File: config.mk
export PLATFORM = sky130hd
export DESIGN_NAME = apb_master
export DESIGN_NICKNAME = d
export VERILOG_FILES = /design/src/rtl/apb_master.sv
export SDC_FILE = /design/constraint.sdc
export NUM_CORES = 1
export LEC_CHECK = 0
export ABC_AREA = 1
export BUFFER_PORTS_ARGS = -buffer_cell sky130_fd_sc_hd__clkbuf_2
export CAP_MARGIN = 20
export CORE_UTILIZATION = 45
export CTS_CLUSTER_DIAMETER = 50
export CTS_CLUSTER_SIZE = 25
export DETAILED_ROUTE_END_ITERATION = 8
export PLACE_DENSITY = 0.85
export RECOVER_POWER = 25
export SETUP_SLACK_MARGIN = 0.05
export SLEW_MARGIN = 20
export SYNTH_ARGS = -nofsm -noshare
export SYNTH_HDL_FRONTEND = slang
export SYNTH_SLANG_ARGS = --single-unit
File: constraint.sdc
create_clock -name PCLK -period 3.5 [get_ports PCLK]
set_clock_uncertainty 0.15 [all_clocks]
set_input_delay 0.875 -clock PCLK [delete_from_list [all_inputs] [get_ports PCLK]]
set_output_delay 0.875 -clock PCLK [all_outputs]
set_load 0.05 [all_outputs]
File: src/rtl/apb_master.sv
// apb_master: single-outstanding APB requester driven by a valid/ready command port.
// It sequences IDLE -> SETUP -> ACCESS, honours PREADY wait states and aborts an
// ACCESS that waits too long. Each finished transfer gives one rsp_valid pulse.
module apb_master #(
    parameter int unsigned ADDR_W  = 8,
    parameter int unsigned DATA_W  = 8,
    parameter int unsigned TIMEOUT = 16
) (
    input  logic              PCLK,
    input  logic              RST,
    input  logic              cmd_valid,
    output logic              cmd_ready,
    input  logic              cmd_write,
    input  logic [ADDR_W-1:0] cmd_addr,
    input  logic [DATA_W-1:0] cmd_wdata,
    output logic              rsp_valid,
    output logic [DATA_W-1:0] rsp_rdata,
    output logic              rsp_err,
    output logic              rsp_timeout,
    output logic              PSEL,
    output logic              PENABLE,
    output logic              PWRITE,
    output logic [ADDR_W-1:0] PADDR,
    output logic [DATA_W-1:0] PWDATA,
    input  logic [DATA_W-1:0] PRDATA,
    input  logic              PREADY,
    input  logic              PSLVERR
);

    typedef enum logic [1:0] {StIdle, StSetup, StAccess} state_e;

    // Last counter value before the abort; TIMEOUT is limited to 1..255.
    localparam logic [7:0] CntLast = 8'(TIMEOUT - 1);

    state_e            state_q, state_d;
    logic [7:0]        cnt_q, cnt_d;
    logic              pwrite_q;
    logic [ADDR_W-1:0] paddr_q;
    logic [DATA_W-1:0] pwdata_q;
    logic              rsp_valid_q, rsp_err_q, rsp_timeout_q;
    logic [DATA_W-1:0] rsp_rdata_q;
    logic              in_access, expire, done, accept;

    // Completion/abort decode and next-state logic.
    always_comb begin
        in_access = (state_q == StAccess);
        expire    = in_access && !PREADY && (cnt_q == CntLast);
        done      = in_access && (PREADY || expire);
        cmd_ready = (state_q == StIdle) || done;
        accept    = cmd_valid && cmd_ready;
        state_d   = state_q;
        cnt_d     = cnt_q;
        case (state_q)
            StIdle: begin
                if (accept) state_d = StSetup;
            end
            StSetup: begin
                state_d = StAccess;
                cnt_d   = 8'd0;
            end
            StAccess: begin
                if (done) begin
                    // A command taken on the completing edge goes straight to SETUP.
                    state_d = accept ? StSetup : StIdle;
                end else begin
                    cnt_d = cnt_q + 8'd1;
                end
            end
            default: state_d = StIdle;
        endcase
    end

    // APB phase outputs are decoded from the state.
    always_comb begin
        PSEL    = (state_q != StIdle);
        PENABLE = in_access;
    end

    // State and wait-counter registers.
    always_ff @(posedge PCLK) begin
        if (RST) begin
            state_q <= StIdle;
            cnt_q   <= 8'd0;
        end else begin
            state_q <= state_d;
            cnt_q   <= cnt_d;
        end
    end

    // Command capture; the bus fields hold until the next accepted command.
    always_ff @(posedge PCLK) begin
        if (RST) begin
            pwrite_q <= 1'b0;
            paddr_q  <= '0;
            pwdata_q <= '0;
        end else if (accept) begin
            pwrite_q <= cmd_write;
            paddr_q  <= cmd_addr;
            pwdata_q <= cmd_wdata;
        end
    end

    // Response strobe and fields, loaded only on the completing/aborting edge.
    always_ff @(posedge PCLK) begin
        if (RST) begin
            rsp_valid_q   <= 1'b0;
            rsp_rdata_q   <= '0;
            rsp_err_q     <= 1'b0;
            rsp_timeout_q <= 1'b0;
        end else begin
            rsp_valid_q <= done;
            if (done) begin
                rsp_timeout_q <= expire;
                rsp_err_q     <= expire || PSLVERR;
                rsp_rdata_q   <= (expire || pwrite_q) ? '0 : PRDATA;
            end
        end
    end

    assign PWRITE      = pwrite_q;
    assign PADDR       = paddr_q;
    assign PWDATA      = pwdata_q;
    assign rsp_valid   = rsp_valid_q;
    assign rsp_rdata   = rsp_rdata_q;
    assign rsp_err     = rsp_err_q;
    assign rsp_timeout = rsp_timeout_q;

endmodule
==> results of run 1 <==
==> cells by family after synthesis <==
family	count (synthesis)	share of synthesized area, %
AOI/OAI and AO/OA	41	13.3
adders and majority gates	1	0.725
buffers and inverters	40	10.3
and+or+nand+nor	116	30.1
xor gates and xnor gates	3	1.52
DFF	38	44.1
==> flip-flops by register name (all words and copies together), names as in the netlist <==
register,cells
PADDR,8
PWDATA,8
cnt_q,8
rsp_rdata,8
state_q,2
PWRITE,1
rsp_err,1
rsp_timeout,1
rsp_valid,1
==> critical path, cell delays in order (launching register included) <==
cell and delay [ns]:
dfxtp_1 0.37, ha_1 0.20, nand3_1 0.15, nor2_1 0.31, o21bai_4 0.17, nand2_4 0.10
clkbuf_2 0.27
==> cell usage in the layout, fill, tap and decap left out <==
| cell type | Yosys | layout |
|---|---|---|
| o21ai_0 | 1 | 1 |
| clkinv_2 | 0 | 1 |
| o211ai_1 | 0 | 1 |
| nand2_1 | 43 | 44 |
| ha_1 | 1 | 1 |
| xor2_1 | 2 | 2 |
| clkbuf_1 | 5 | 1 |
| inv_2 | 2 | 2 |
| nor2_1 | 29 | 30 |
| or2_2 | 1 | 1 |
| buf_4 | 0 | 2 |
| o31ai_1 | 1 | 1 |
| inv_1 | 24 | 24 |
| xnor2_1 | 1 | 1 |
| a21oi_1 | 37 | 37 |
| dfxtp_1 | 38 | 38 |
| o21bai_4 | 1 | 1 |
| clkinv_1 | 1 | 1 |
| nand4_1 | 9 | 9 |
| clkbuf_8 | 0 | 6 |
| nand3_1 | 28 | 29 |
| clkbuf_2 | 0 | 60 |
| nor3_1 | 1 | 1 |
| nor3b_1 | 1 | 1 |
| nand2_4 | 1 | 1 |
==> metal layers <==
metal	track usage [%]	wire [um]
met3	6.61	267
met5	0	0
met4	4.55	32
met1	24.6	1760
met2	31.5	1720
==> metrics by stage <==
| stage | util (%) | power (uW) |
|---|---|---|
| after floorplan | - | 638 |
| after global placement | 55.3 | 682 |
| after detailed placement | 55.3 | 686 |
| after CTS | 57.8 | 988 |
| after global routing | 57.4 | 1030 |
| final | 57.4 | 979 |
==> worst max-delay path by stage <==
stage | endpoint | cells after the start
2_1_floorplan | cmd_ready | 3
3_3_place_gp | cmd_ready | 4
3_5_place_dp | cmd_ready | 4
4_1_cts | cmd_ready | 6
5_1_grt | cmd_ready | 6
6_report | cmd_ready | 6
==> synthesized netlist by cell type <==
master,n
o31ai_1,1
a21oi_1,37
nand2_2,1
nand2_1,43
nor2_2,1
nor3b_1,1
ha_1,1
nor3_1,1
nor2_1,29
o21bai_4,1
xnor2_1,1
dfxtp_1,38
nand3_1,28
nand4_1,9
buf_6,3
or2_2,1
xor2_1,2
nand3_2,1
o21ai_0,1
o211ai_2,1
clkbuf_1,5
buf_2,4
nand2_4,1
buf_1,1
inv_1,24
clkinv_1,1
inv_2,2
==> report_power, final <==
| group | leakage, uW | switching (uW) | internal (uW) |
|---|---|---|---|
| clock network | 0.0000482 | 145 | 159 |
| logic | 0.000640 | 155 | 54.1 |
| registers | 0.000311 | 11.9 | 454 |
| total | 0.000998 | 312 | 667 |
==> cell type report <==
class / instances / area, um2 / share of cell area, %
Tap cell: 48 / 60.1 / 2.86
Timing Repair Buffer: 62 / 315 / 15.0
Multi-Input combinational cell: 161 / 772 / 36.7
Clock buffer: 7 / 86.3 / 4.11
Sequential cell: 38 / 761 / 36.2
Inverter: 27 / 101 / 4.82
Clock inverter: 1 / 5.00 / 0.238
==> flow_summary.json, run 1 <==
{
  "antenna_left": 0,
  "cts.repair.resized": 0,
  "rrSetupSlack_ns": 1.33,
  "worst-endpoint-arrival_ns": 1.86,
  "r2r-end": "cnt_q[6]$_SDFFE_PP0P_",
  "drv_cap": 0,
  "dr.pass1.iters": 4,
  "drc": 0,
  "cts_tree": "built",
  "ys_seq_elements": 38,
  "grt_pass1_wl_um": 6280,
  "vias": 1697,
  "synthTopCellsByArea": "dfxtp_1, a21oi_1, nand2_1, nand3_1, nor2_1",
  "syn_nets": 270,
  "cts_max_level": 2,
  "start_util_pct": 47.1,
  "worst_pin_slew_ns": 0.706,
  "grt_max_degree": 36,
  "avgViaCountPerCell": 4.93,
  "gp_congestion": 0.825,
  "critPathCaptureType": "primary output",
  "design.portCount": 61,
  "final_nets": 326,
  "min_from": "rsp_rdata[6]$_SDFFE_PP0P_",
  "nFillCells": 356,
  "cp-start-kind": "flop",
  "areaGrowthSynthToFinish_pct": 21.8,
  "hold_violations": 0,
  "fin_crit_sh_pct": 82.3,
  "crit_fanout": 12,
  "vdd_drop_max_mv": 0.309,
  "synth_top_area_cell": "dfxtp_1",
  "cts.sinks": 38,
  "slew_headroom_pct": 52.8,
  "finalCriticalPeriod_ns": 2.88,
  "tns_ns": 0,
  "clk_pin_slew_ns": 0.07,
  "holdBufCountCts": 0,
  "ys_types": 27,
  "postCtsSetupBuffers": 0,
  "required_ns": 2.47,
  "cts_root_buf": "clkbuf_8",
  "syn_area_per_cell_um2": 7.22,
  "p_per_area_mw_per_mm2": 466,
  "drive_gt1_share_pct": 25.0,
  "drt-initial-drc-count": 133,
  "status": "completed",
  "die-height_um": 63.9,
  "place_area_mm2": 0.00202,
  "clk_path_buf_depth": 2,
  "min_to": "rsp_rdata[6]$_SDFFE_PP0P_",
  "grt_pass1_vias": 1435,
  "wl_per_cell_um": 11.0,
  "grt_overflow": 0,
  "yosys_warnings": 0,
  "seq_area_frac_synth_pct": 44.1,
  "core_mm2": 0.00366,
  "reg2reg_from": "cnt_q[0]$_SDFFE_PP0P_",
  "rows": 22,
  "rsz0062_at_grt": "no",
  "antenna_found_initial": 0,
  "finalWorstSetupSlack_ns": 0.620,
  "dp_cells": 336,
  "hold_class": "flop to flop",
  "dieArea_mm2": 0.00409,
  "fmax_mhz": 347,
  "clkLatencyLatePin_ns": 0.28,
  "setup_viol": 0,
  "rr_worst_depth": 6,
  "grt_use_total_pct": 19.4,
  "hold_depth": 2,
  "cts_made_buffers": 5,
  "dp_hpwl_um": 2610,
  "fin_cells": 344,
  "die_x_um": 63.9,
  "port_buffers": 60,
  "slew_viol_final": 0,
  "p_leak_uw": 0.000998,
  "whs_ns": 0.318,
  "yosysTopAreaCellShare_pct": 44.1,
  "crit_start": "cnt_q[0]$_SDFFE_PP0P_",
  "syn_inst": 239,
  "dp_slack_ns": 0.727,
  "postLayoutCellArea_mm2": 0.00210,
  "synth.cell_area_mm2": 0.00173,
  "crit_type": "flop to primary output",
  "wl_um": 3780,
  "antenna_cells": 0
}
Power figures use the tool's default switching activity.
==> run 2, diff against run 1 <==
--- a/config.mk
+++ b/config.mk
@@ -8,11 +8,11 @@
 export ABC_AREA = 1
 export BUFFER_PORTS_ARGS = -buffer_cell sky130_fd_sc_hd__clkbuf_2
 export CAP_MARGIN = 20
-export CORE_UTILIZATION = 45
+export CORE_UTILIZATION = 44
 export CTS_CLUSTER_DIAMETER = 50
 export CTS_CLUSTER_SIZE = 25
 export DETAILED_ROUTE_END_ITERATION = 8
-export PLACE_DENSITY = 0.85
+export PLACE_DENSITY = 0.87
 export RECOVER_POWER = 25
 export SETUP_SLACK_MARGIN = 0.05
 export SLEW_MARGIN = 20
==> constraint.sdc (replaced) <==
create_clock -name PCLK -period 2.4 [get_ports PCLK]
set_clock_uncertainty 0.15 [all_clocks]
set_input_delay 0.6 -clock PCLK [delete_from_list [all_inputs] [get_ports PCLK]]
set_output_delay 0.6 -clock PCLK [all_outputs]
set_load 0.05 [all_outputs]
==> run 2 against run 1 <==
Effect of this change:
- global-route usage grew 0.54 points
- clock power grew 37%
- design area grew 1.3%
- critical path type unchanged
- register-to-register slack lost 0.94 ns
- critical path depth is the same
- via count grew 1.3%
- non-clock buffer count grew 4
- wire length grew 3.4%
- flip-flop and latch count is the same
- count of clock-buffer cells in the layout shrank 1
==> flow_summary.json, run 2 (synthesis results as in run 1) <==
{
  "fin_cells": 347,
  "critPathCaptureType": "primary output",
  "reg2reg_from": "cnt_q[0]$_SDFFE_PP0P_",
  "grt_pass1_vias": 1546,
  "status": "completed",
  "place_area_mm2": 0.00204,
  "clk_path_buf_depth": 2,
  "finalCriticalPeriod_ns": 2.27,
  "power_switching_uw": 461,
  "crit_type": "flop to primary output",
  "worst_pin_slew_ns": 0.694,
  "slew_viol_final": 0,
  "cts_max_level": 2,
  "p_leak_uw": 0.000989,
  "vdd_drop_max_mv": 0.433,
  "cts_made_buffers": 5,
  "final_nets": 330,
  "die-height_um": 64.6,
  "clkLatencyLatePin_ns": 0.29,
  "grt_use_total_pct": 20.0,
  "antenna_cells": 0,
  "dp_cells": 338,
  "wl_per_cell_um": 11.3,
  "p_int_uw": 942,
  "final_common_cell": "clkbuf_2",
  "hold_violations": 0,
  "core_mm2": 0.00372,
  "hold_class": "flop to flop",
  "fin_crit_sh_pct": 94.6,
  "grt_overflow": 0,
  "power_uw": 1400,
  "cts.sinks": 38,
  "rows": 22,
  "grt_pass1_wl_um": 6480,
  "cts_tree": "built",
  "power_frac_comb_pct": 21.9,
  "crit_fanout": 4,
  "holdBufCountCts": 0,
  "avgViaCountPerCell": 4.95,
  "antenna_left": 0,
  "fmax_mhz": 440,
  "cts_root_buf": "clkbuf_8",
  "netSwitchingFraction_pct": 32.8,
  "areaGrowthSynthToFinish_pct": 23.3,
  "grt_max_degree": 36,
  "p_per_area_mw_per_mm2": 660,
  "tns_ns": 0,
  "dp_hpwl_um": 2680,
  "slew_headroom_pct": 53.5,
  "gp_congestion": 0.810,
  "dieArea_mm2": 0.00418,
  "design.portCount": 61,
  "port_buffers": 60,
  "clk_pin_slew_ns": 0.07,
  "p_seq_share_pct": 48.5,
  "drive_gt1_share_pct": 24.7,
  "setup_viol": 0,
  "dr.pass1.iters": 4,
  "drv_cap": 0,
  "postLayoutCellArea_mm2": 0.00213,
  "start_util_pct": 46.4,
  "die_x_um": 64.6,
  "cp-start-kind": "flop",
  "drt-initial-drc-count": 69,
  "min_from": "rsp_err$_SDFFE_PP0P_",
  "worst-endpoint-arrival_ns": 1.52,
  "vias": 1719,
  "drc": 0,
  "rsz0062_at_grt": "no",
  "crit_start": "cnt_q[0]$_SDFFE_PP0P_",
  "required_ns": 1.65,
  "antenna_found_initial": 0,
  "wl_um": 3910,
  "whs_ns": 0.307,
  "pwr-share-clk_pct": 29.6,
  "mostFrequentLayoutCells": "clkbuf_2, nand2_1, dfxtp_1, a21oi_1, nor2_1"
}
[run 2: final timing paths]
kind                                              end  slack [ns]  cells after the start
worst min register to register   rsp_err$_SDFFE_PP0P_        0.31                      2
worst max register to register  cnt_q[7]$_SDFFE_PP0P_        0.39                      6
worst min-delay path             rsp_err$_SDFFE_PP0P_        0.31                      2
worst max-delay path                        cmd_ready        0.13                      6
[run 2: per-stage QoR]
step / utilization [%] / setup WS [ns]
3_5_place_dp: 54.9 / 0.297
5_1_grt: 57.2 / 0.0491
3_3_place_gp: 54.9 / 0.342
4_1_cts: 57.2 / 0.0533
6_report: 57.2 / 0.129
2_1_floorplan: - / 0.414
[run 2: timing repair]
| item | CTS | global route |
|---|---|---|
| resized for setup | 2 | 2 |
| setup buffers | 0 | 2 |
| endpoints found under the setup margin | 1 | 1 |
| pin swaps | 0 | 1 |
[run 2: final cells by class]
type                            count  area, um2
Clock buffer                        6       72.6
Clock inverter                      1       7.51
Fill cell                         361       1590
Inverter                           27        101
Multi-Input combinational cell    161        787
Sequential cell                    38        761
Tap cell                           48       60.1
Timing Repair Buffer               66        338
[run 2: routing by layer]
metal / GRT usage [%] / part of all wire, % / up-vias
met2: 31.7 / 44 / 65
met1: 23.5 / 46 / 752
li1: - / - / 893
met5: 0 / 0 / -
met4: 10.6 / 2.4 / 0
met3: 7.04 / 7.5 / 9
[run 2: power groups by stage]
| stage | registers (uW) | clock network, uW | logic (uW) |
|---|---|---|---|
| after global routing | 684 | 454 | 332 |
| after CTS | 680 | 427 | 311 |
| final | 680 | 415 | 308 |
| after detailed placement | 694 | 0 | 308 |
| after global placement | 693 | 0 | 304 |
| after floorplan | 795 | 0 | 136 |
[run 2: critical path: stages, from the launching register on]
cell      delay (ns)
dfxtp_1         0.37
ha_1            0.22
nand3_2         0.15
nor2_4          0.16
o21bai_4        0.08
nand2_4         0.07
buf_4           0.19
